## src/rtl/edabk_uart_tx_engine.sv

```systemverilog
// ---------------------------------------------------------------------------------------------
// edabk_uart_tx_engine
//
// Single-clock UART transmit path: baud-rate divider, transmit FIFO and serialiser in one block.
// Characters enter through a valid/ready handshake, are queued in a small FIFO and are sent LSB
// first as START, DATA_WIDTH data bits, optional parity and one or two STOP bits. Queued
// characters are sent back to back with no idle clock between frames.
//
// Parameters
//   DATA_WIDTH  character width in bits (5..9)
//   FIFO_DEPTH  transmit FIFO entries (power of two, >= 2)
//   DIV_WIDTH   width of the baud divisor
//
// Ports
//   clk          sole clock, rising edge
//   reset        synchronous, active-high reset; flushes the FIFO and aborts any frame
//   baud_div     clocks per bit minus 1, latched at frame start
//   parity_mode  00 none, 01 even, 10 odd, 11 mark; latched at frame start
//   stop2        1 = two stop bits; latched at frame start
//   s_valid      character offered
//   s_data       character, LSB transmitted first
//   s_ready      FIFO can accept (not full)
//   tx_out       registered serial line, idle high
//   busy         registered, high while a frame is on the line
//   frame_done   one-clock pulse on the last clock of the final stop bit
//   fifo_count   number of queued characters (the one being shifted out is not counted)
// ---------------------------------------------------------------------------------------------
module edabk_uart_tx_engine #(
    parameter int unsigned DATA_WIDTH = 8,
    parameter int unsigned FIFO_DEPTH = 4,
    parameter int unsigned DIV_WIDTH  = 16
) (
    input  logic                          clk,
    input  logic                          reset,
    input  logic [DIV_WIDTH-1:0]          baud_div,
    input  logic [1:0]                    parity_mode,
    input  logic                          stop2,
    input  logic                          s_valid,
    input  logic [DATA_WIDTH-1:0]         s_data,
    output logic                          s_ready,
    output logic                          tx_out,
    output logic                          busy,
    output logic                          frame_done,
    output logic [$clog2(FIFO_DEPTH):0]   fifo_count
);

    localparam int unsigned ADDR_W = $clog2(FIFO_DEPTH);
    localparam int unsigned PTR_W  = ADDR_W + 1;
    localparam int unsigned IDX_W  = $clog2(DATA_WIDTH);

    localparam logic [2:0] StIdle   = 3'd0;
    localparam logic [2:0] StStart  = 3'd1;
    localparam logic [2:0] StData   = 3'd2;
    localparam logic [2:0] StParity = 3'd3;
    localparam logic [2:0] StStop   = 3'd4;

    // -----------------------------------------------------------------------------------------
    // Transmit FIFO
    // -----------------------------------------------------------------------------------------
    logic [DATA_WIDTH-1:0] mem_q [FIFO_DEPTH];
    logic [DATA_WIDTH-1:0] mem_d [FIFO_DEPTH];
    logic [PTR_W-1:0]      wr_ptr_q, wr_ptr_d;
    logic [PTR_W-1:0]      rd_ptr_q, rd_ptr_d;
    logic                  fifo_full;
    logic                  fifo_empty;
    logic                  push;
    logic                  pop;
    logic [DATA_WIDTH-1:0] head;

    // Pointers carry one extra wrap bit: equal pointers mean empty, equal index with differing
    // wrap bit means full.
    assign fifo_empty = (wr_ptr_q == rd_ptr_q);
    assign fifo_full  = (wr_ptr_q[ADDR_W-1:0] == rd_ptr_q[ADDR_W-1:0]) &&
                        (wr_ptr_q[ADDR_W] != rd_ptr_q[ADDR_W]);
    assign head       = mem_q[rd_ptr_q[ADDR_W-1:0]];

    assign s_ready    = !fifo_full;
    assign push       = s_valid && !fifo_full;
    assign fifo_count = wr_ptr_q - rd_ptr_q;

    always_comb begin
        mem_d    = mem_q;
        wr_ptr_d = wr_ptr_q;
        rd_ptr_d = rd_ptr_q;
        if (push) begin
            mem_d[wr_ptr_q[ADDR_W-1:0]] = s_data;
            wr_ptr_d                    = wr_ptr_q + PTR_W'(1);
        end
        if (pop) begin
            rd_ptr_d = rd_ptr_q + PTR_W'(1);
        end
    end

    // Storage is not reset; validity is carried entirely by the pointers.
    always_ff @(posedge clk) begin
        mem_q <= mem_d;
    end

    // -----------------------------------------------------------------------------------------
    // Serialiser FSM
    // -----------------------------------------------------------------------------------------
    logic [2:0]            state_q, state_d;
    logic [DIV_WIDTH-1:0]  cnt_q, cnt_d;
    logic [IDX_W-1:0]      idx_q, idx_d;
    logic [DATA_WIDTH-1:0] shift_q, shift_d;
    logic                  par_q, par_d;
    logic [DIV_WIDTH-1:0]  div_q, div_d;
    logic [1:0]            pmode_q, pmode_d;
    logic                  stop2_q, stop2_d;
    logic                  stop_idx_q, stop_idx_d;
    logic                  tx_q, tx_d;
    logic                  busy_q, busy_d;
    logic                  frame_done_q, frame_done_d;
    logic                  bit_end;
    logic                  start_frame;
    logic                  frame_end;

    assign bit_end = (cnt_q == '0);

    always_comb begin
        state_d     = state_q;
        cnt_d       = cnt_q;
        idx_d       = idx_q;
        shift_d     = shift_q;
        par_d       = par_q;
        div_d       = div_q;
        pmode_d     = pmode_q;
        stop2_d     = stop2_q;
        stop_idx_d  = stop_idx_q;
        start_frame = 1'b0;
        frame_end   = 1'b0;

        case (state_q)
            StIdle: begin
                if (!fifo_empty) begin
                    start_frame = 1'b1;
                end
            end

            StStart: begin
                if (bit_end) begin
                    state_d = StData;
                    idx_d   = '0;
                    cnt_d   = div_q;
                end else begin
                    cnt_d = cnt_q - DIV_WIDTH'(1);
                end
            end

            StData: begin
                if (bit_end) begin
                    shift_d = shift_q >> 1;
                    cnt_d   = div_q;
                    if (idx_q == IDX_W'(DATA_WIDTH - 1)) begin
                        state_d    = (pmode_q != 2'b00) ? StParity : StStop;
                        stop_idx_d = 1'b0;
                    end else begin
                        idx_d = idx_q + IDX_W'(1);
                    end
                end else begin
                    cnt_d = cnt_q - DIV_WIDTH'(1);
                end
            end

            StParity: begin
                if (bit_end) begin
                    state_d    = StStop;
                    stop_idx_d = 1'b0;
                    cnt_d      = div_q;
                end else begin
                    cnt_d = cnt_q - DIV_WIDTH'(1);
                end
            end

            StStop: begin
                if (bit_end) begin
                    if (stop2_q && !stop_idx_q) begin
                        stop_idx_d = 1'b1;
                        cnt_d      = div_q;
                    end else begin
                        frame_end = 1'b1;
                        // Chain straight into the next start bit when more data is queued.
                        if (!fifo_empty) begin
                            start_frame = 1'b1;
                        end else begin
                            state_d = StIdle;
                        end
                    end
                end else begin
                    cnt_d = cnt_q - DIV_WIDTH'(1);
                end
            end

            default: begin
                state_d = StIdle;
            end
        endcase

        // Frame start: pop the head, snapshot the configuration and precompute parity on the
        // unshifted word.
        if (start_frame) begin
            state_d    = StStart;
            shift_d    = head;
            div_d      = baud_div;
            pmode_d    = parity_mode;
            stop2_d    = stop2;
            cnt_d      = baud_div;
            idx_d      = '0;
            stop_idx_d = 1'b0;
            case (parity_mode)
                2'b01:   par_d = ^head;
                2'b10:   par_d = ~^head;
                default: par_d = 1'b1;
            endcase
        end
    end

    assign pop = start_frame;

    // Line outputs are registered from the current state, so the line trails the FSM by one
    // clock for every bit including the frame_done pulse.
    always_comb begin
        tx_d = 1'b1;
        case (state_q)
            StStart:  tx_d = 1'b0;
            StData:   tx_d = shift_q[0];
            StParity: tx_d = par_q;
            default:  tx_d = 1'b1;
        endcase
        busy_d       = (state_q != StIdle);
        frame_done_d = frame_end;
    end

    always_ff @(posedge clk) begin
        if (reset) begin
            wr_ptr_q     <= '0;
            rd_ptr_q     <= '0;
            state_q      <= StIdle;
            cnt_q        <= '0;
            idx_q        <= '0;
            shift_q      <= '0;
            par_q        <= 1'b0;
            div_q        <= '0;
            pmode_q      <= 2'b00;
            stop2_q      <= 1'b0;
            stop_idx_q   <= 1'b0;
            tx_q         <= 1'b1;
            busy_q       <= 1'b0;
            frame_done_q <= 1'b0;
        end else begin
            wr_ptr_q     <= wr_ptr_d;
            rd_ptr_q     <= rd_ptr_d;
            state_q      <= state_d;
            cnt_q        <= cnt_d;
            idx_q        <= idx_d;
            shift_q      <= shift_d;
            par_q        <= par_d;
            div_q        <= div_d;
            pmode_q      <= pmode_d;
            stop2_q      <= stop2_d;
            stop_idx_q   <= stop_idx_d;
            tx_q         <= tx_d;
            busy_q       <= busy_d;
            frame_done_q <= frame_done_d;
        end
    end

    assign tx_out     = tx_q;
    assign busy       = busy_q;
    assign frame_done = frame_done_q;

endmodule

```

## config.mk

```make
export PLATFORM = sky130hd
export DESIGN_NAME = edabk_uart_tx_engine
export DESIGN_NICKNAME = d
export VERILOG_FILES = /design/src/rtl/edabk_uart_tx_engine.sv
export SDC_FILE = /design/constraint.sdc
export NUM_CORES = 1
export LEC_CHECK = 0
export BUFFER_PORTS_ARGS = -buffer_cell sky130_fd_sc_hd__buf_2
export CAP_MARGIN = 10
export CORE_AREA = 3 3 124 126
export DETAILED_ROUTE_END_ITERATION = 8
export DIE_AREA = 0 0 127 129
export SYNTH_ARGS = -nofsm -noshare
export SYNTH_HDL_FRONTEND = slang
export SYNTH_SLANG_ARGS = --single-unit
```

## constraint.sdc

```tcl
create_clock -name clk -period 3.3 [get_ports clk]
set_input_delay 0.165 -clock clk [delete_from_list [all_inputs] [get_ports clk]]
set_output_delay 0.165 -clock clk [all_outputs]
set_load 0.01 [all_outputs]
```

==> impl_metrics.ini, run 1 <==
[run_status]
status = complete, no violations

[critical_path]
worst_r2r_path_depth = 8
arrival_ns = 3.09
worst-path-max-fanout = 7
critical_path.endpoint_type = register
critPathKind = register to register
worstSetupStartpointType = register
timing.critical_path.required_ns = 3.54

[yosys]
synthesized_nets = 475
count_of_flip_flops_with_a_built_in_enable_after_synthesis = 32
synthesis.yosys.warnings = 0
syn_area_um2 = 4290
synthTopCellsByCount = nand2_1 (61), dfxtp_1 (60), a21oi_1 (44)
ys_seq_area_frac = 0.505
async_flop_share = 0
synth_top_family_by_area = simple AND/OR/NAND/NOR gates
syn_inst = 432
synth.avg_cell_area_um2 = 9.92
yosysTopAreaCell = dfxtp_1
synth-adder-area-share = 0.0397
area_share_of_the_largest_cell_type_after_synthesis = 0.280
yosysMostFrequentCell = nand2_1
synth_xor_xnor_area_share = 0.0429
ys_ff_latch = 92
yosys.area_share.simple = 0.191
synth_compound_gate_area_share = 0.139
netlist_top_cells_area = dfxtp_1 (28%), edfxtp_1 (22%), nand2_1 (5.3%)
dominantRegCellSynth = dfxtp_1
yosys-mux-area-fraction = 0.0491
synthDistinctLibCells = 49

[die]
die_w_um = 127
dieHeight_um = 129
design.die.area_um2 = 16400
initial_utilization = 0.297
pin_count = 37
fp.coreArea_um2 = 14400
num_rows = 44

[global_route]
pin_count_of_the_biggest_net_entering_global_routing = 56
gr-usage-all-layers = 0.119
first_pass_grt_wire_length_um = 15600
number_of_antenna_violations_at_the_first_check_in_global_routing = 1
first_global_vias = 3255
grt_overflow_total = 0

[clocking]
clock-root-buffer = clkbuf_16
postCtsHoldBufs = 0
clock_latency_ns = 0.34
cts.repair.resized = 0
cts.sinks = 92
cts.path.max_buffers = 2
cts_buffers = 9
clkSlewWorstSetupHoldPaths_ns = 0.06
postCtsSetupRepairBufs = 0
tritoncts = built
h-tree-depth = 3

[hold_path]
hold_path_depth = 1
hold_path_class = input pin to register

[drt]
routedWlPerCell_um = 14.4
drtIter0Drc = 169
remaining_drcs = 0
finalWirelength_um = 9460
drt-vias-per-instance = 4.94
route.vias.total = 3253
firstDrtPassIters = 4
ant_nets = 0

[timing]
max_freq_mhz = 351
rsz0062_at_grt = no
actual_slew_at_the_worst_max_slew_pin_ns = 1.03
final.period_utilization = 0.864
post-route-min-period_ns = 2.85
final_max_slew_viol_count = 0
setup-tns-final_ns = 0
setup_violations_final = 0
finalClockSkew_ns = 0.00506
timing.final.hold_violations = 0
max_slew_margin = 0.313

[place]
port-buffer-count = 36
detailedPlacementHpwl_um = 6590
post_dp_area_um2 = 4700
gp_routability_congestion = 0.858

[finish]
post_route_cells_drive_above_1_share = 0.171
combined_area_of_the_multi_input_logic_cells_um2 = 1980
finish.instance_area_um2 = 4990
nNetsFinal = 513
fillerInstances = 1469
insertedDiodeCount = 0
layout-area-overhead-vs-synth_pct = 16.4
register_area_um2 = 2160

[power]
p_per_area_nw_per_um2 = 955
p_leak_nw = 1.80
vdd_drop_max_v = 0.000395

[job]
timing.max_cap.violations = 0
-- sequential cells by signal (all words and copies together) (netlist names) --
signal,cells
mem_q,32
cnt_q,16
div_q,16
shift_q,8
idx_q,3
rd_ptr_q,3
state_q,3
wr_ptr_q,3
pmode_q,2
busy,1
frame_done,1
par_q,1
stop2_q,1
stop_idx_q,1
tx_out,1
-- kinds of logic (layout without fill, tap and decap cells) --
logic type               count (synthesis)  after routing
XOR/XNOR                                21             21
multiplexers                            11             11
buffers and inverters                   35             78
AO/OA/AOI/OAI                           97             97
AND/OR/NAND/NOR                        163            163
adder cells (fa/ha/maj)                 13             13
flip-flops                              92             92
-- where the power goes --
group	internal, W	switching, W	total (W)
registers	0.00143	0.000241	0.00167
clock network	0.000538	0.000444	0.000981
logic	0.000920	0.00119	0.00211
total	0.00289	0.00188	0.00476
-- final cells by class --
class	count	area share
clock inverters	6	0.00928
flip-flops and latches	92	0.433
multi-input cells	305	0.396
well taps	184	0.0462
repair buffers	51	0.0587
inverters	11	0.00828
clock buffers	10	0.0479
-- per-stage QoR --
stage	cells	total power [W]	utilization	setup WS, ns	hold WS (ns)
floorplan	432	0.00322	-	0.812	0.264
CTS	659	0.00483	0.346	0.438	0.0195
global route	659	0.00515	0.346	0.0993	0.0187
finish	659	0.00476	0.346	0.447	0.0373
detailed placement	643	0.00382	0.326	0.436	0.383
global placement	643	0.00378	0.326	0.593	0.374
-- layout by cell type (no fill, tap or decap), types with 4 or more instances in the layout --
master     synthesis  routed
nand2_1           61      61
dfxtp_1           60      60
a21oi_1           44      44
buf_2              6      36
nor2_1            33      33
edfxtp_1          32      32
xnor2_1           15      15
buf_4              0      15
nand3_1           14      14
o21ai_0           12      12
ha_1              12      12
inv_1             11      11
a31oi_1           11      11
and3_1             9       9
a311oi_1           9       9
clkbuf_16          0       9
mux4_2             8       8
nand2b_1           7       7
or3_1              7       7
xor2_1             6       6
nor3_1             6       6
o211ai_1           6       6
a22oi_1            5       5
and2_1             4       4
-- final timing paths --
| kind | startpoint | end | slack, ns |
|---|---|---|---|
| setup / recovery | cnt_q[0] | shift_q[6] | 0.45 |
| hold / removal | s_data[7] | mem_q[23] | 0.04 |
| setup reg to reg | cnt_q[0] | shift_q[6] | 0.45 |
| hold reg to reg | div_q[1] | div_q[1] | 0.46 |
-- critical path, cell delays in order (launching register included) --
cell	delay [ns]
dfxtp_1	0.33
inv_1	0.12
ha_1	0.22
nor2b_1	0.40
nand4_2	0.21
or4b_1	0.72
nor3_4	0.37
nand2_1	0.11
a311oi_1	0.28
-- routing by layer --
| layer | routed length [um] | part of all wire | up-vias | track usage |
|---|---|---|---|---|
| met5 | 7 | 0.00074 | - | 0 |
| met4 | 121 | 0.013 | 2 | 0.0379 |
| met3 | 501 | 0.053 | 11 | 0.0457 |
| met2 | 4560 | 0.48 | 74 | 0.198 |
| met1 | 4270 | 0.45 | 1533 | 0.142 |
| li1 | - | - | 1633 | - |
(Power assumes the default switching activity.)
==> run 2, diff against run 1 <==
--- a/config.mk
+++ b/config.mk
@@ -5,11 +5,12 @@
 export SDC_FILE = /design/constraint.sdc
 export NUM_CORES = 1
 export LEC_CHECK = 0
-export BUFFER_PORTS_ARGS = -buffer_cell sky130_fd_sc_hd__buf_2
 export CAP_MARGIN = 10
 export CORE_AREA = 3 3 124 126
 export DETAILED_ROUTE_END_ITERATION = 8
 export DIE_AREA = 0 0 127 129
+export DONT_BUFFER_PORTS = 1
+export SLEW_MARGIN = 5
 export SYNTH_ARGS = -nofsm -noshare
 export SYNTH_HDL_FRONTEND = slang
 export SYNTH_SLANG_ARGS = --single-unit
==> impl_metrics.ini, run 2 (synthesized netlist as in run 1, its figures left out) <==
[finish]
most_common_cell_after_layout_fill_and_taps_aside = nand2_1
largest_register = mem_q
top_regs = mem_q x32, cnt_q x16, div_q x16
post_route_cells_drive_above_1_share = 0.0927
insertedDiodeCount = 0
nNetsFinal = 502
commonest_non_fill_non_tap_cells_in_the_layout = nand2_1 (61), dfxtp_1 (60), a21oi_1 (44)
number_of_flip_flops_in_the_largest_register = 32
fillerInstances = 1455
layout-area-overhead-vs-synth_pct = 19.6

[global_route]
number_of_antenna_violations_at_the_first_check_in_global_routing = 1
gr-usage-all-layers = 0.123
grt_overflow_total = 0
pin_count_of_the_biggest_net_entering_global_routing = 55
first_pass_grt_wire_length_um = 16300
first_global_vias = 3233

[hold_path]
hold_path_class = input pin to register

[die]
die_w_um = 127
dieHeight_um = 129
design.die.area_um2 = 16400
pin_count = 37
fp.coreArea_um2 = 14400
initial_utilization = 0.297
num_rows = 44

[critical_path]
timing.critical_path.required_ns = 3.55
worstSetupStartpointType = register
arrival_ns = 3.05
critPathKind = register to register
worst-path-max-fanout = 7
critical_path.endpoint_type = register

[timing]
setup_violations_final = 0
actual_slew_at_the_worst_max_slew_pin_ns = 0.737
whs_ns = 0.0225
finalClockSkew_ns = 0.00586
timing.final.hold_violations = 0
post-route-min-period_ns = 2.80
setup-tns-final_ns = 0
max_slew_margin = 0.508
rsz0062_at_grt = no
final_max_slew_viol_count = 0
max_freq_mhz = 357
final.period_utilization = 0.849

[drt]
drt-vias-per-instance = 5.00
drtIter0Drc = 255
firstDrtPassIters = 4
ant_nets = 0
finalWirelength_um = 9740
route.vias.total = 3240
routedWlPerCell_um = 15.0
remaining_drcs = 0

[place]
detailedPlacementHpwl_um = 6650
port-buffer-count = 0
gp_routability_congestion = 0.819

[clocking]
cts.path.max_buffers = 2
clkSlewWorstSetupHoldPaths_ns = 0.07
cts_buffers = 9
cts.repair.resized = 0
h-tree-depth = 3
cts.sinks = 92
tritoncts = built
clock-root-buffer = clkbuf_16
clock_latency_ns = 0.34

[power]
power.share.combinational = 0.431
switchingPower_w = 0.00186
intPower_w = 0.00301
p_per_area_nw_per_um2 = 952
p_leak_nw = 1.79
seq_power_share = 0.344
power.clock.fraction = 0.225
swShare = 0.382
vdd_drop_max_v = 0.000419

[job]
timing.max_cap.violations = 0

[run_status]
status = complete, no violations
[run 2: changes by cell type in the layout (fill, tap and decap cells not counted), sizes merged]
cell,change
bufinv,+2
clkbuf,-1
clkinv,+1
buf,-37
clkinvlp,-1
inv,-1
dlygate4sd3,+26
[run 2: power groups by stage]
stage / Clock [W] / Combinational (W) / Sequential (W)
finish: 0.00110 / 0.00210 / 0.00168
global route: 0.00119 / 0.00235 / 0.00172
CTS: 0.00113 / 0.00212 / 0.00168
detailed placement: 0 / 0.00206 / 0.00170
global placement: 0 / 0.00204 / 0.00169
floorplan: 0 / 0.00162 / 0.00160
[run 2: worst paths after layout]
path | end | slack [ns] | from | cells past startpoint
setup reg to reg | shift_q[6] | 0.50 | cnt_q[0] | 8
hold / removal | div_q[11] | 0.02 | baud_div[11] | 2
hold reg to reg | div_q[3] | 0.46 | div_q[3] | 2
setup / recovery | shift_q[6] | 0.50 | cnt_q[0] | 8
[run 2: final cells by class]
cell class / count / area, um^2 / share of cell area
flip-flops and latches: 92 / 2160 / 0.422
multi-input cells: 305 / 1980 / 0.386
repair buffers: 40 / 390 / 0.0762
well taps: 184 / 230 / 0.0449
clock buffers: 9 / 225 / 0.0440
clock inverters: 7 / 97.6 / 0.0190
inverters: 11 / 41.3 / 0.00806
[run 2: critical path: stages, from the launching register on]
cell and delay, ns:
dfxtp_1 0.32, inv_1 0.10, ha_1 0.22, nor2b_1 0.39, nand4_2 0.22, or4b_1 0.74, nor3_4 0.37, nand2_1 0.09
a311oi_1 0.27
[run 2: stage by stage]
stage | setup slack [ns] | power, W | util | std cells | cell area [um^2]
6_report | 0.498 | 0.00488 | 0.355 | 648 | 5120
5_1_grt | 0.266 | 0.00526 | 0.355 | 648 | 5120
4_1_cts | 0.502 | 0.00493 | 0.355 | 648 | 5120
3_5_place_dp | 0.515 | 0.00377 | 0.313 | 605 | 4520
3_3_place_gp | 0.607 | 0.00374 | 0.313 | 605 | 4520
2_1_floorplan | 0.812 | 0.00322 | - | 432 | 4290
[run 2: layer usage]
metal,GRT usage,wire (um),up-vias
li1,-,-,1614
met1,0.162,4540,1549
met2,0.205,4660,67
met3,0.0299,448,10
met4,0.0334,98,0
met5,0,0,-
[run 2: repair_timing]
item	4_1_cts	5_1_grt
hold buffers	27	0
buffers inserted	0	0
endpoints found under the hold margin	86	0
==> run 3, diff against run 2 <==
==> constraint.sdc (replaced) <==
create_clock -name clk -period 2.3 [get_ports clk]
set_input_delay 0.115 -clock clk [delete_from_list [all_inputs] [get_ports clk]]
set_output_delay 0.115 -clock clk [all_outputs]
set_load 0.01 [all_outputs]
==> impl_metrics.ini, run 3 (synthesized netlist as in run 1, its figures left out) <==
[run_status]
status = complete, no violations

[finish]
insertedDiodeCount = 0
layout-area-overhead-vs-synth_pct = 24.4
number_of_flip_flops_in_the_largest_register = 32
top_regs = mem_q x32, cnt_q x16, div_q x16
commonest_non_fill_non_tap_cells_in_the_layout = nand2_1 (60), dfxtp_1 (60), a21oi_1 (44)
nNetsFinal = 523
post_route_cells_drive_above_1_share = 0.151
finish.utilization = 0.370
largest_register = mem_q

[power]
p_leak_nw = 1.91
vdd_drop_max_v = 0.000596
p_per_area_nw_per_um2 = 1360
fin_total_pwr_w = 0.00727

[critical_path]
worst_r2r_path_depth = 9
critical_path.endpoint_type = register
arrival_ns = 2.45
timing.rr.start = cnt_q[0]
crit-reg2reg-capture = idx_q[0]
regToRegSetupSlack_ns = 0.13
critPathKind = register to register
worst-path-max-fanout = 4
worstSetupStartpointType = register
timing.critical_path.required_ns = 2.58

[clocking]
clock-root-buffer = clkbuf_16
cts_buffers = 9
h-tree-depth = 3
clock_latency_ns = 0.34
tritoncts = built
cts.path.max_buffers = 2
clkSlewWorstSetupHoldPaths_ns = 0.07
cts.sinks = 92

[timing]
max_freq_mhz = 461
post-route-min-period_ns = 2.17
max_slew_margin = 0.665
setup_violations_final = 0
setup-tns-final_ns = 0
worst_slack_ns = 0.132
finalClockSkew_ns = 0.0102
actual_slew_at_the_worst_max_slew_pin_ns = 0.502
final_max_slew_viol_count = 0
rsz0062_at_grt = yes
timing.final.hold_violations = 0
final.period_utilization = 0.943

[drt]
route.vias.total = 3309
ant_nets = 0
drtIter0Drc = 242
remaining_drcs = 0
firstDrtPassIters = 4
routedWlPerCell_um = 14.3
finalWirelength_um = 9540
drt-vias-per-instance = 4.95

[job]
timing.max_cap.violations = 0

[place]
detailedPlacementHpwl_um = 6740
gp_routability_congestion = 0.794
port-buffer-count = 0
dp_worst_setup_slack_ns = -0.0326

[die]
initial_utilization = 0.297
fp.coreArea_um2 = 14400
die_w_um = 127
num_rows = 44
design.die.area_um2 = 16400
pin_count = 37
dieHeight_um = 129

[global_route]
first_global_vias = 3233
first_pass_grt_wire_length_um = 16000
grt_overflow_total = 0
pin_count_of_the_biggest_net_entering_global_routing = 55
gr-usage-all-layers = 0.122
number_of_antenna_violations_at_the_first_check_in_global_routing = 0

[hold_path]
hold_start = reset
hold_path_class = input pin to register
whs_endpoint = wr_ptr_q[1]
hold_path_depth = 2
[run 3: changes by cell type in the layout (fill, tap and decap cells not counted), moves of 2 or more]
cell       delta
a311oi_1      -2
buf_4        +16
inv_8         +4
buf_6         +2
a311oi_2      +2
bufinv_16     -2
buf_12        +2
[run 3: how the worst max path moves through the flow]
stage                     startpoint          to  slack [ns]  cells after the start
after floorplan             cnt_q[0]  shift_q[2]       0.009                      9
after global placement      cnt_q[0]  shift_q[2]        0.05                      8
after detailed placement    cnt_q[0]  shift_q[6]       -0.03                      8
after CTS                   cnt_q[0]    cnt_q[3]        0.04                     11
after global routing        cnt_q[0]    cnt_q[4]       -0.01                     11
final                       cnt_q[0]    idx_q[0]        0.13                      9
[run 3: layout make-up]
cell class	count	area [um^2]
fillers	1426	9090
flip-flops and latches	92	2160
multi-input cells	305	2020
repair buffers	61	583
well taps	184	230
clock buffers	9	225
clock inverters	7	71.3
inverters	11	41.3
[run 3: where the power goes]
part / switching [W] / internal (W) / leakage (nW)
sequential: 0.000254 / 0.00205 / 0.785
combinational: 0.00187 / 0.00163 / 0.979
clock: 0.000695 / 0.000773 / 0.148
[run 3: metal layers]
metal	up-vias	GRT usage	routed length (um)
met4	0	0.0410	135
met2	72	0.204	4690
met1	1566	0.153	4270
met5	-	0	0
met3	14	0.0320	438
li1	1657	-	-
[run 3: repair_timing]
item,4_1_cts,5_1_grt
pin swaps,1,3
gates resized for setup,1,10
cloned,0,0
hold buffers,28,0
setup buffers,2,1
endpoints found under the hold margin,86,0
endpoints found under the setup margin,4,36
[run 3: critical path: stages (launching register included)]
cell      delay [ns]
dfxtp_1         0.32
inv_1           0.08
ha_2            0.18
nor2b_4         0.15
nand4_2         0.11
or4b_4          0.60
buf_4           0.18
o32ai_1         0.27
nand2b_1        0.09
a21oi_1         0.12
[run 3: through the flow]
stage	cell area, um^2	hold slack (ns)	cells
global route	5330	0.110	669
finish	5330	0.0940	669
global placement	4680	0.190	622
detailed placement	4680	0.192	622
floorplan	4290	0.214	432
CTS	5290	0.0771	668
